--- src/rtl/router_output_allocator.sv ---
// Per-output-port wormhole switch allocator: round-robin head arbitration, head-to-tail lock, on/off gating.
// Optional starvation watchdog on a locked owner is built when OUTPUT_ALLOC_WDOG_EN is defined.
module router_output_allocator #(
    parameter int NUM_IN      = 5,
    parameter int SEL_W       = (NUM_IN > 1) ? $clog2(NUM_IN) : 1,
    parameter int WDOG_CYCLES = 64
) (
    input  logic              clk,
    input  logic              reset,
    input  logic [NUM_IN-1:0] i_req,
    input  logic [NUM_IN-1:0] i_head,
    input  logic [NUM_IN-1:0] i_tail,
    input  logic              i_downstream_on,
    output logic [NUM_IN-1:0] o_grant,
    output logic [SEL_W-1:0]  o_sel,
    output logic              o_valid,
    output logic              o_busy,
    output logic              o_wdog_err
);
    typedef enum logic {IDLE, LOCKED} state_t;

    state_t             fsm;
    logic [SEL_W-1:0]   owner;
    logic [SEL_W-1:0]   ptr;
    // Set for one cycle after a multi-flit tail so the next packet sees a bubble.
    logic               bubble;

    logic [NUM_IN-1:0]  elig;
    logic [NUM_IN-1:0]  grant;
    logic [SEL_W-1:0]   sel;
    logic [SEL_W-1:0]   winner;
    logic               found;

    function automatic logic [SEL_W-1:0] nxt(input logic [SEL_W-1:0] x);
        return (int'(x) == NUM_IN - 1) ? '0 : x + 1'b1;
    endfunction

    // Round-robin search starting at ptr, wrapping modulo NUM_IN.
    always_comb begin
        int j;
        j      = 0;
        elig   = i_req & i_head;
        found  = 1'b0;
        winner = ptr;
        for (int k = 0; k < NUM_IN; k++) begin
            j = int'(ptr) + k;
            if (j >= NUM_IN) j = j - NUM_IN;
            if (!found && elig[j]) begin
                found  = 1'b1;
                winner = SEL_W'(j);
            end
        end
    end

    always_comb begin
        grant = '0;
        sel   = owner;
        if (fsm == IDLE) begin
            if (found && i_downstream_on && !bubble) begin
                grant[winner] = 1'b1;
                sel           = winner;
            end
        end else begin
            grant[owner] = i_req[owner] & i_downstream_on;
        end
    end

    assign o_grant = reset ? '0 : grant;
    assign o_sel   = reset ? '0 : sel;
    assign o_valid = |o_grant;
    assign o_busy  = (fsm == LOCKED);

`ifdef OUTPUT_ALLOC_WDOG_EN
    localparam int CNT_W = $clog2(WDOG_CYCLES + 1);
    logic [CNT_W-1:0] wdog_cnt;
    logic             wdog_err;
    assign o_wdog_err = wdog_err;
`else
    logic unused_wdog;
    assign unused_wdog = ^WDOG_CYCLES;
    assign o_wdog_err  = 1'b0;
`endif

    always_ff @(posedge clk or posedge reset) begin
        if (reset) begin
            fsm    <= IDLE;
            owner  <= '0;
            ptr    <= '0;
            bubble <= 1'b0;
`ifdef OUTPUT_ALLOC_WDOG_EN
            wdog_cnt <= '0;
            wdog_err <= 1'b0;
`endif
        end else begin
            bubble <= 1'b0;
`ifdef OUTPUT_ALLOC_WDOG_EN
            wdog_err <= 1'b0;
`endif
            case (fsm)
                IDLE: begin
`ifdef OUTPUT_ALLOC_WDOG_EN
                    wdog_cnt <= '0;
`endif
                    if (grant[winner] && found) begin
                        if (i_tail[winner]) begin
                            ptr <= nxt(winner);
                        end else begin
                            fsm   <= LOCKED;
                            owner <= winner;
                        end
                    end
                end
                LOCKED: begin
                    if (grant[owner] && i_tail[owner]) begin
                        fsm    <= IDLE;
                        ptr    <= nxt(owner);
                        bubble <= 1'b1;
                    end
`ifdef OUTPUT_ALLOC_WDOG_EN
                    if (grant[owner]) begin
                        wdog_cnt <= '0;
                    end else if (!i_req[owner] && i_downstream_on) begin
                        if (wdog_cnt == CNT_W'(WDOG_CYCLES - 1)) begin
                            fsm      <= IDLE;
                            ptr      <= nxt(owner);
                            wdog_err <= 1'b1;
                            wdog_cnt <= '0;
                        end else begin
                            wdog_cnt <= wdog_cnt + 1'b1;
                        end
                    end
`endif
                end
                default: fsm <= IDLE;
            endcase
        end
    end
endmodule

--- config.mk ---
export PLATFORM = sky130hd
export DESIGN_NAME = router_output_allocator
export DESIGN_NICKNAME = d
export VERILOG_FILES = /design/src/rtl/router_output_allocator.sv
export SDC_FILE = /design/constraint.sdc
export NUM_CORES = 1
export LEC_CHECK = 0
export ABC_AREA = 1
export ABC_CLOCK_PERIOD_IN_PS = 4000
export CAP_MARGIN = 20
export CORE_MARGIN = 2
export CORE_UTILIZATION = 57
export DETAILED_ROUTE_END_ITERATION = 8
export PLACE_DENSITY_LB_ADDON = 0.15
export SYNTH_ARGS = -nofsm -noshare
export SYNTH_HDL_FRONTEND = slang
export SYNTH_SLANG_ARGS = --single-unit
--- constraint.sdc ---
create_clock -name clk -period 4 [get_ports clk]
set_input_delay 0.6 -clock clk [delete_from_list [all_inputs] [get_ports clk]]
set_output_delay 0.6 -clock clk [all_outputs]
set_load 0.005 [all_outputs]
==> results of run 1 <==
registers in the layout, summed over array words and instances, names as in the netlist:
register  flops
owner         3
ptr           3
bubble        1
o_busy        1
final cells by class:
class / count / area [um^2]
fillers: 271 / 638
flip-flops and latches: 8 / 200
well taps: 48 / 60.1
inverters: 53 / 209
clock buffers: 3 / 41.3
repair buffers: 69 / 602
multi-input cells: 320 / 1910
cells by family (layout without fill, tap and decap cells):
family | Yosys count | count (layout) | synth area share
AND/OR/NAND/NOR | 262 | 262 | 0.575
buffers and inverters | 60 | 125 | 0.121
AO/OA/AOI/OAI | 38 | 38 | 0.101
adder cells (fa/ha/maj) | 16 | 16 | 0.0925
flip-flops | 8 | 8 | 0.0925
XOR/XNOR | 3 | 3 | 0.0156
other | 1 | 1 | 0.00173
layout by cell type (no fill, tap or decap), types with 4 or more instances in the layout:
cell type and instances:
nand3_2 11, inv_1 38, inv_4 4, nor3_1 4, o21ai_2 4, ha_2 4
inv_2 10, nor2_1 13, nand3_1 50, dfrtp_1 8, nor2_2 4, nand3_4 4
nor2_4 5, clkdlybuf4s50_1 19, o21ai_0 5, nand4_1 10, buf_4 40, a21oi_1 7
nand2_1 131, dlymetal6s2s_1 6, o21ai_1 11, ha_1 9, nand2_2 20, nand2_4 6
critical path: stages (launching register included):
cell and delay, ps:
dfrtp_1 430, inv_4 100, buf_4 160, ha_2 200
nor2_4 180, nand3_4 140, nand2_2 120, xor2_2 220
inv_2 70, nand2_1 80, nand2_2 70, nor2_4 180
nand3_4 110, nor2_1 130, inv_1 90, nand2_4 120
inv_2 60, nor2_4 90, nand2_1 70, nand2_1 60
nand2_1 60, inv_1 70, dlygate4sd2_1 250
how the worst max path moves through the flow:
stage,from,to,slack (ps),depth (start not counted)
global route,ptr[1]$_DFFE_PP0P_,o_grant[3],-110,22
finish,ptr[1]$_DFFE_PP0P_,o_grant[3],90,22
global placement,ptr[1]$_DFFE_PP0P_,o_valid,30,19
detailed placement,ptr[1]$_DFFE_PP0P_,o_valid,-60,24
floorplan,ptr[1]$_DFFE_PP0P_,o_valid,510,20
CTS,ptr[1]$_DFFE_PP0P_,o_grant[2],20,24
layer usage:
layer	wire [um]	global-route usage	up-vias
met5	0	0	-
met1	3250	0.490	1302
met4	161	0.0521	0
met3	679	0.0223	21
met2	3710	0.526	162
li1	-	-	1387
metrics by stage:
stage | area [um^2] | setup TNS, ps
3_5_place_dp | 2610 | -63.1
5_1_grt | 3020 | -214
2_1_floorplan | 2160 | 0
6_report | 3020 | 0
3_3_place_gp | 2610 | 0
4_1_cts | 2780 | 0
what timing repair did:
action | CTS | global route
setup buffers | 11 | 7
endpoints found under the setup margin | 9 | 9
resized for setup | 16 | 56
hold buffers | 0 | 0
pin swaps | 7 | 16
==> flow_metrics.py, run 1 <==
metrics = {
    "worst_hold_path": {
        "min_path_cells": 2,
        "hold_path.class": "register to register",
        "hp-start": "owner[1]$_DFFE_PP0P_",
        "hold_end": "owner[1]$_DFFE_PP0P_",
    },
    "global_routing": {
        "grt_antenna_before_repair": 0,
        "grt_pass1_vias": 2383,
        "track_usage": 0.328,
        "grt_max_degree": 13,
        "grt_pass1_wl_mm": 11.0,
        "grt_overflow": 0,
    },
    "drt": {
        "drt-total-wl_mm": 7.80,
        "routedWlPerCell_um": 15.6,
        "drc": 0,
        "viasPerCell": 5.73,
        "drtIter0Drc": 311,
        "dr.pass1.iters": 8,
        "final_antenna_net_count": 0,
        "via_count": 2872,
    },
    "die": {
        "dieArea_mm2": 0.00430,
        "die_w_um": 65.6,
        "core_mm2": 0.00366,
        "start_util": 0.591,
        "rows": 22,
        "fp.dieH_um": 65.6,
        "ioPinCount": 29,
    },
    "clocking": {
        "cts_max_level": 1,
        "clock_latency_ps": 230,
        "cts.path.max_buffers": 2,
        "cts_tree": "built",
        "clk_pin_slew_ps": 40,
        "cts_buffers": 3,
        "cts_sinks": 8,
        "cts_root_buffer": "clkbuf_8",
    },
    "timing": {
        "slew_violations": 0,
        "setup_viol": 0,
        "finalHoldViolCount": 0,
        "finalCriticalPeriod_ps": 3910,
        "worst_hold_slack_ps": 634,
        "skew_ps": 0.468,
        "fin_ws_ps": 88.7,
        "min_period_over_period": 0.978,
        "max_freq_mhz": 256,
    },
    "synthesis": {
        "synth_top_area_frac": 0.250,
        "synth_area_mm2": 0.00216,
        "synth-async-reset-ratio": 1.00,
        "synth_cells": 388,
        "synth_edf_count": 0,
        "synthFlopType": "dfrtp_1",
        "syn_area_per_cell_um2": 5.58,
        "post-synth-top-area-cell": "nand2_1",
        "synth_commonest_cells": "nand2_1, nand3_1, inv_1",
        "yosysMostFrequentCell": "nand2_1",
        "yosysUniqueCellTypes": 36,
        "synth-seq-cells": 8,
        "yosys-top-cells-area": "nand2_1, nand3_1, dfrtp_1",
        "syn-num-nets": 422,
        "seq_area_frac_synth": 0.0925,
        "synth_warnings": 0,
    },
    "outcome": {
        "status": "finished, final reports clean",
    },
    "setup_path": {
        "cp-start-kind": "register",
        "reg2reg_depth": 27,
        "crit_fanout": 7,
        "r2r-end": "ptr[1]$_DFFE_PP0P_",
        "required_ps": 3400,
        "crit_arrival_ps": 3310,
        "end_kind": "primary output",
        "r2r-start": "ptr[1]$_DFFE_PP0P_",
        "r2r_slack_ps": 320,
        "criticalPathCategory": "register to primary output",
    },
    "placed_design": {
        "place.port_buffers": 27,
        "hpwl_mm": 5.41,
        "place_inst": 480,
        "dp_slack_ps": -63.1,
        "gp_congestion": 1.06,
    },
    "cells_and_area": {
        "area_growth_syn_to_layout_pct": 39.7,
        "stdcell_count": 501,
        "utilization": 0.826,
        "diodes": 0,
        "drive_gt1_frac": 0.285,
        "nNetsFinal": 489,
    },
    "job": {
        "maxCapViolCount": 0,
    },
}
Power of run 1 is left out: the tool's default activity adds up to more than one toggle a clock period on the data nets, which glitch-free logic cannot reach.
==> run 2, diff against run 1 <==
HOLD_SLACK_MARGIN = 0.03   (was not set)
==> results of run 2 <==
Same layout as run 1: the final DEF is identical, and so are final timing and power.
Power of run 2 is left out for the same reason.
==> run 3, diff against run 2 <==
ABC_CLOCK_PERIOD_IN_PS = 3600   (was 4000)
clock period = 3.6 ns   (was 4 ns; I/O delays follow)
==> run 3 against run 2 <==
- the run now fails in global routing (5_1_grt)
- area after synthesis stayed put
- synthesized cell count unchanged
==> flow_metrics.py, run 3 <==
metrics = {
    "synthesis": {
        "yosysMostFrequentCell": "nand2_1",
        "synth-async-reset-ratio": 1.00,
        "yosys-top-cells-area": "nand2_1, nand3_1, dfrtp_1",
        "yosysUniqueCellTypes": 36,
        "synth_warnings": 0,
        "synth-seq-cells": 8,
        "syn_area_per_cell_um2": 5.58,
        "synth_edf_count": 0,
        "seq_area_frac_synth": 0.0925,
        "synth_commonest_cells": "nand2_1, nand3_1, inv_1",
        "syn-num-nets": 422,
        "synth_area_mm2": 0.00216,
        "post-synth-top-area-cell": "nand2_1",
        "synth_top_area_frac": 0.250,
        "synth_cells": 388,
        "synthFlopType": "dfrtp_1",
    },
    "placed_design": {
        "gp_congestion": 0.969,
        "place.port_buffers": 27,
        "place_inst": 520,
        "hpwl_mm": 5.74,
        "postPlaceCellArea_mm2": 0.00291,
    },
    "global_routing": {
        "grt_antenna_before_repair": 0,
        "grt_max_degree": 12,
    },
    "die": {
        "die_w_um": 65.6,
        "fp.dieH_um": 65.6,
        "ioPinCount": 29,
        "rows": 22,
        "start_util": 0.591,
    },
    "clocking": {
        "cts_root_buffer": "clkbuf_8",
        "cts_buffers": 3,
        "cts.path.max_buffers": 2,
        "cts_sinks": 8,
        "cts_hold_buf": 0,
        "cts_max_level": 1,
    },
    "outcome": {
        "status": "did not finish",
        "lastStage": "global routing (5_1_grt)",
        "firstError": "[ERROR DPL-0033] detailed placement checks failed during check placement.",
    },
    "timing": {
        "grt_worst_setup_endpoint": "o_valid",
        "worst-ep-kind": "output port",
    },
}
[run 3: cell counts after synthesis]
Identical to the previous run, type by type.
[run 3: logic make-up after synthesis]
| logic type | share of synthesized area |
|---|---|
| simple gates | 0.575 |
| compound gates | 0.101 |
| buf+inv | 0.121 |
| other cells | 0.00173 |
| xor+xnor | 0.0156 |
| flops | 0.0925 |
| fa+ha+maj | 0.0925 |
[run 3: timing repair]
action / CTS
setup endpoints to repair: 14
pin swaps: 26
buffers inserted: 10
gates cloned: 0
resized for setup: 70
endpoints found under the hold margin: 0
[run 3: metrics by stage]
step	utilization	setup TNS, ps	setup slack (ps)
2_1_floorplan	-	0	174
3_3_place_gp	0.796	-978	-213
3_5_place_dp	0.796	-1920	-325
4_1_cts	0.883	-202	-107
==> run 4, diff against run 3 <==
CORE_UTILIZATION = 40   (was 57)
HOLD_SLACK_MARGIN = not set   (was 0.03)
==> run 4 against run 3 <==
- the flow now finishes, with violations (negative setup slack)
==> flow_metrics.py, run 4 (synthesis gave the netlist of run 1 again) <==
metrics = {
    "worst_hold_path": {
        "hold_path.class": "register to register",
    },
    "timing": {
        "max_freq_mhz": 266,
        "finalHoldViolCount": 0,
        "slew_violations": 0,
        "relSlewSlack": 0.665,
        "finalCriticalPeriod_ps": 3760,
        "rsz0062_at_grt": "yes",
        "fin_ws_ps": -155,
        "min_period_over_period": 1.04,
        "skew_ps": 3.26,
        "setup_viol": 12,
        "tightest_slew_ps": 501,
    },
    "clocking": {
        "cts_sinks": 8,
        "clk_pin_slew_ps": 40,
        "cts.path.max_buffers": 2,
        "cts_tree": "built",
        "cts_max_level": 1,
        "clock_latency_ps": 230,
        "cts_root_buffer": "clkbuf_8",
        "cts_hold_buf": 0,
        "cts_buffers": 3,
    },
    "cells_and_area": {
        "diodes": 0,
        "final_common_cell": "nand2_1",
        "utilization": 0.746,
        "area_growth_syn_to_layout_pct": 78.4,
        "final_cell_mix": "nand2_1, buf_4, nand2_2, inv_1, nand3_1",
        "drive_gt1_frac": 0.491,
        "nNetsFinal": 543,
        "reg_top3": "owner (3), ptr (3)",
    },
    "drt": {
        "dr.pass1.iters": 6,
        "via_count": 3082,
        "drtIter0Drc": 222,
        "routedWlPerCell_um": 14.7,
        "drt-total-wl_mm": 8.48,
        "viasPerCell": 5.34,
        "final_antenna_net_count": 0,
        "drc": 0,
    },
    "placed_design": {
        "place.port_buffers": 27,
        "hpwl_mm": 5.93,
        "gp_congestion": 1.06,
    },
    "setup_path": {
        "end_kind": "primary output",
        "crit_arrival_ps": 3220,
        "cp-start-kind": "register",
        "crit_fanout": 7,
        "criticalPathCategory": "register to primary output",
        "required_ps": 3060,
    },
    "global_routing": {
        "grt_overflow": 0,
        "grt_antenna_before_repair": 0,
        "grt_pass1_wl_mm": 12.8,
        "track_usage": 0.261,
        "grt_pass1_vias": 2797,
        "grt_max_degree": 14,
    },
    "outcome": {
        "status": "finished with violations",
        "violations": "negative setup slack",
    },
    "die": {
        "ioPinCount": 29,
        "fp.dieH_um": 77.5,
        "start_util": 0.418,
        "dieArea_mm2": 0.00601,
        "die_w_um": 77.5,
        "core_mm2": 0.00517,
        "rows": 26,
    },
    "job": {
        "maxCapViolCount": 0,
    },
}
## run 4: critical path, stage by stage, from the launching register on
cell and delay, ps:
dfrtp_1 410, inv_4 140, buf_6 120, ha_4 140, nand2_4 90, nand2_8 150
nand2_8 80, nand2_2 80, nand2_2 60, nand3_4 100, nand3_4 90, nand2_4 100
nand3_4 100, nor2_4 150, nand3_4 110, buf_6 130, nand2_2 60, inv_2 40
nand2_2 80, nand2_4 90, nor2_4 150, nand2_2 80, a21oi_2 170, nor2_1 70
nand4_1 70, buf_2 110
## run 4: area by class of cell
class / count / area, um^2
Multi-Input combinational cell: 320 / 2290
Fill cell: 365 / 1310
Timing Repair Buffer: 123 / 1030
Inverter: 53 / 214
Sequential cell: 8 / 200
Tap cell: 70 / 87.6
Clock buffer: 3 / 41.3
## run 4: final timing paths
path	slack (ps)	start	cells after the start	end
max	-160	ptr[1]$_DFFE_PP0P_	25	o_valid
min	570	owner[1]$_DFFE_PP0P_	2	owner[1]$_DFFE_PP0P_
max reg2reg	-50	ptr[1]$_DFFE_PP0P_	30	owner[2]$_DFFE_PP0P_
min reg2reg	570	owner[1]$_DFFE_PP0P_	2	owner[1]$_DFFE_PP0P_
max in group asynchronous	2440	reset	2	owner[2]$_DFFE_PP0P_
min in group asynchronous	820	reset	2	bubble$_DFF_PP0_
## run 4: metal layers
| metal | wire (um) | share of wire | vias up | global-route usage |
|---|---|---|---|---|
| met5 | 0 | 0 | - | 0 |
| met4 | 231 | 0.027 | 0 | 0.0804 |
| met3 | 478 | 0.056 | 26 | 0.00349 |
| met2 | 4150 | 0.49 | 137 | 0.438 |
| met1 | 3610 | 0.43 | 1423 | 0.365 |
| li1 | - | - | 1496 | - |
## run 4: stage by stage
step / setup WS (ps) / hold slack (ps) / setup TNS, ps / std cells / area [um^2]
final: -155 / 570 / -752 / 577 / 3860
after detailed placement: -293 / 539 / -1800 / 546 / 2970
after CTS: -6.06 / 581 / -6.06 / 570 / 3470
after global routing: -365 / 606 / -4170 / 577 / 3860
after global placement: -242 / 533 / -948 / 546 / 2970
after floorplan: 174 / 380 / 0 / 388 / 2160
## run 4: timing repair
item / 4_1_cts / 5_1_grt
resized for setup: 98 / 86
setup buffers: 21 / 7
endpoints found under the setup margin: 16 / 16
pin swaps: 26 / 39
Power of run 4 is left out for the same reason.
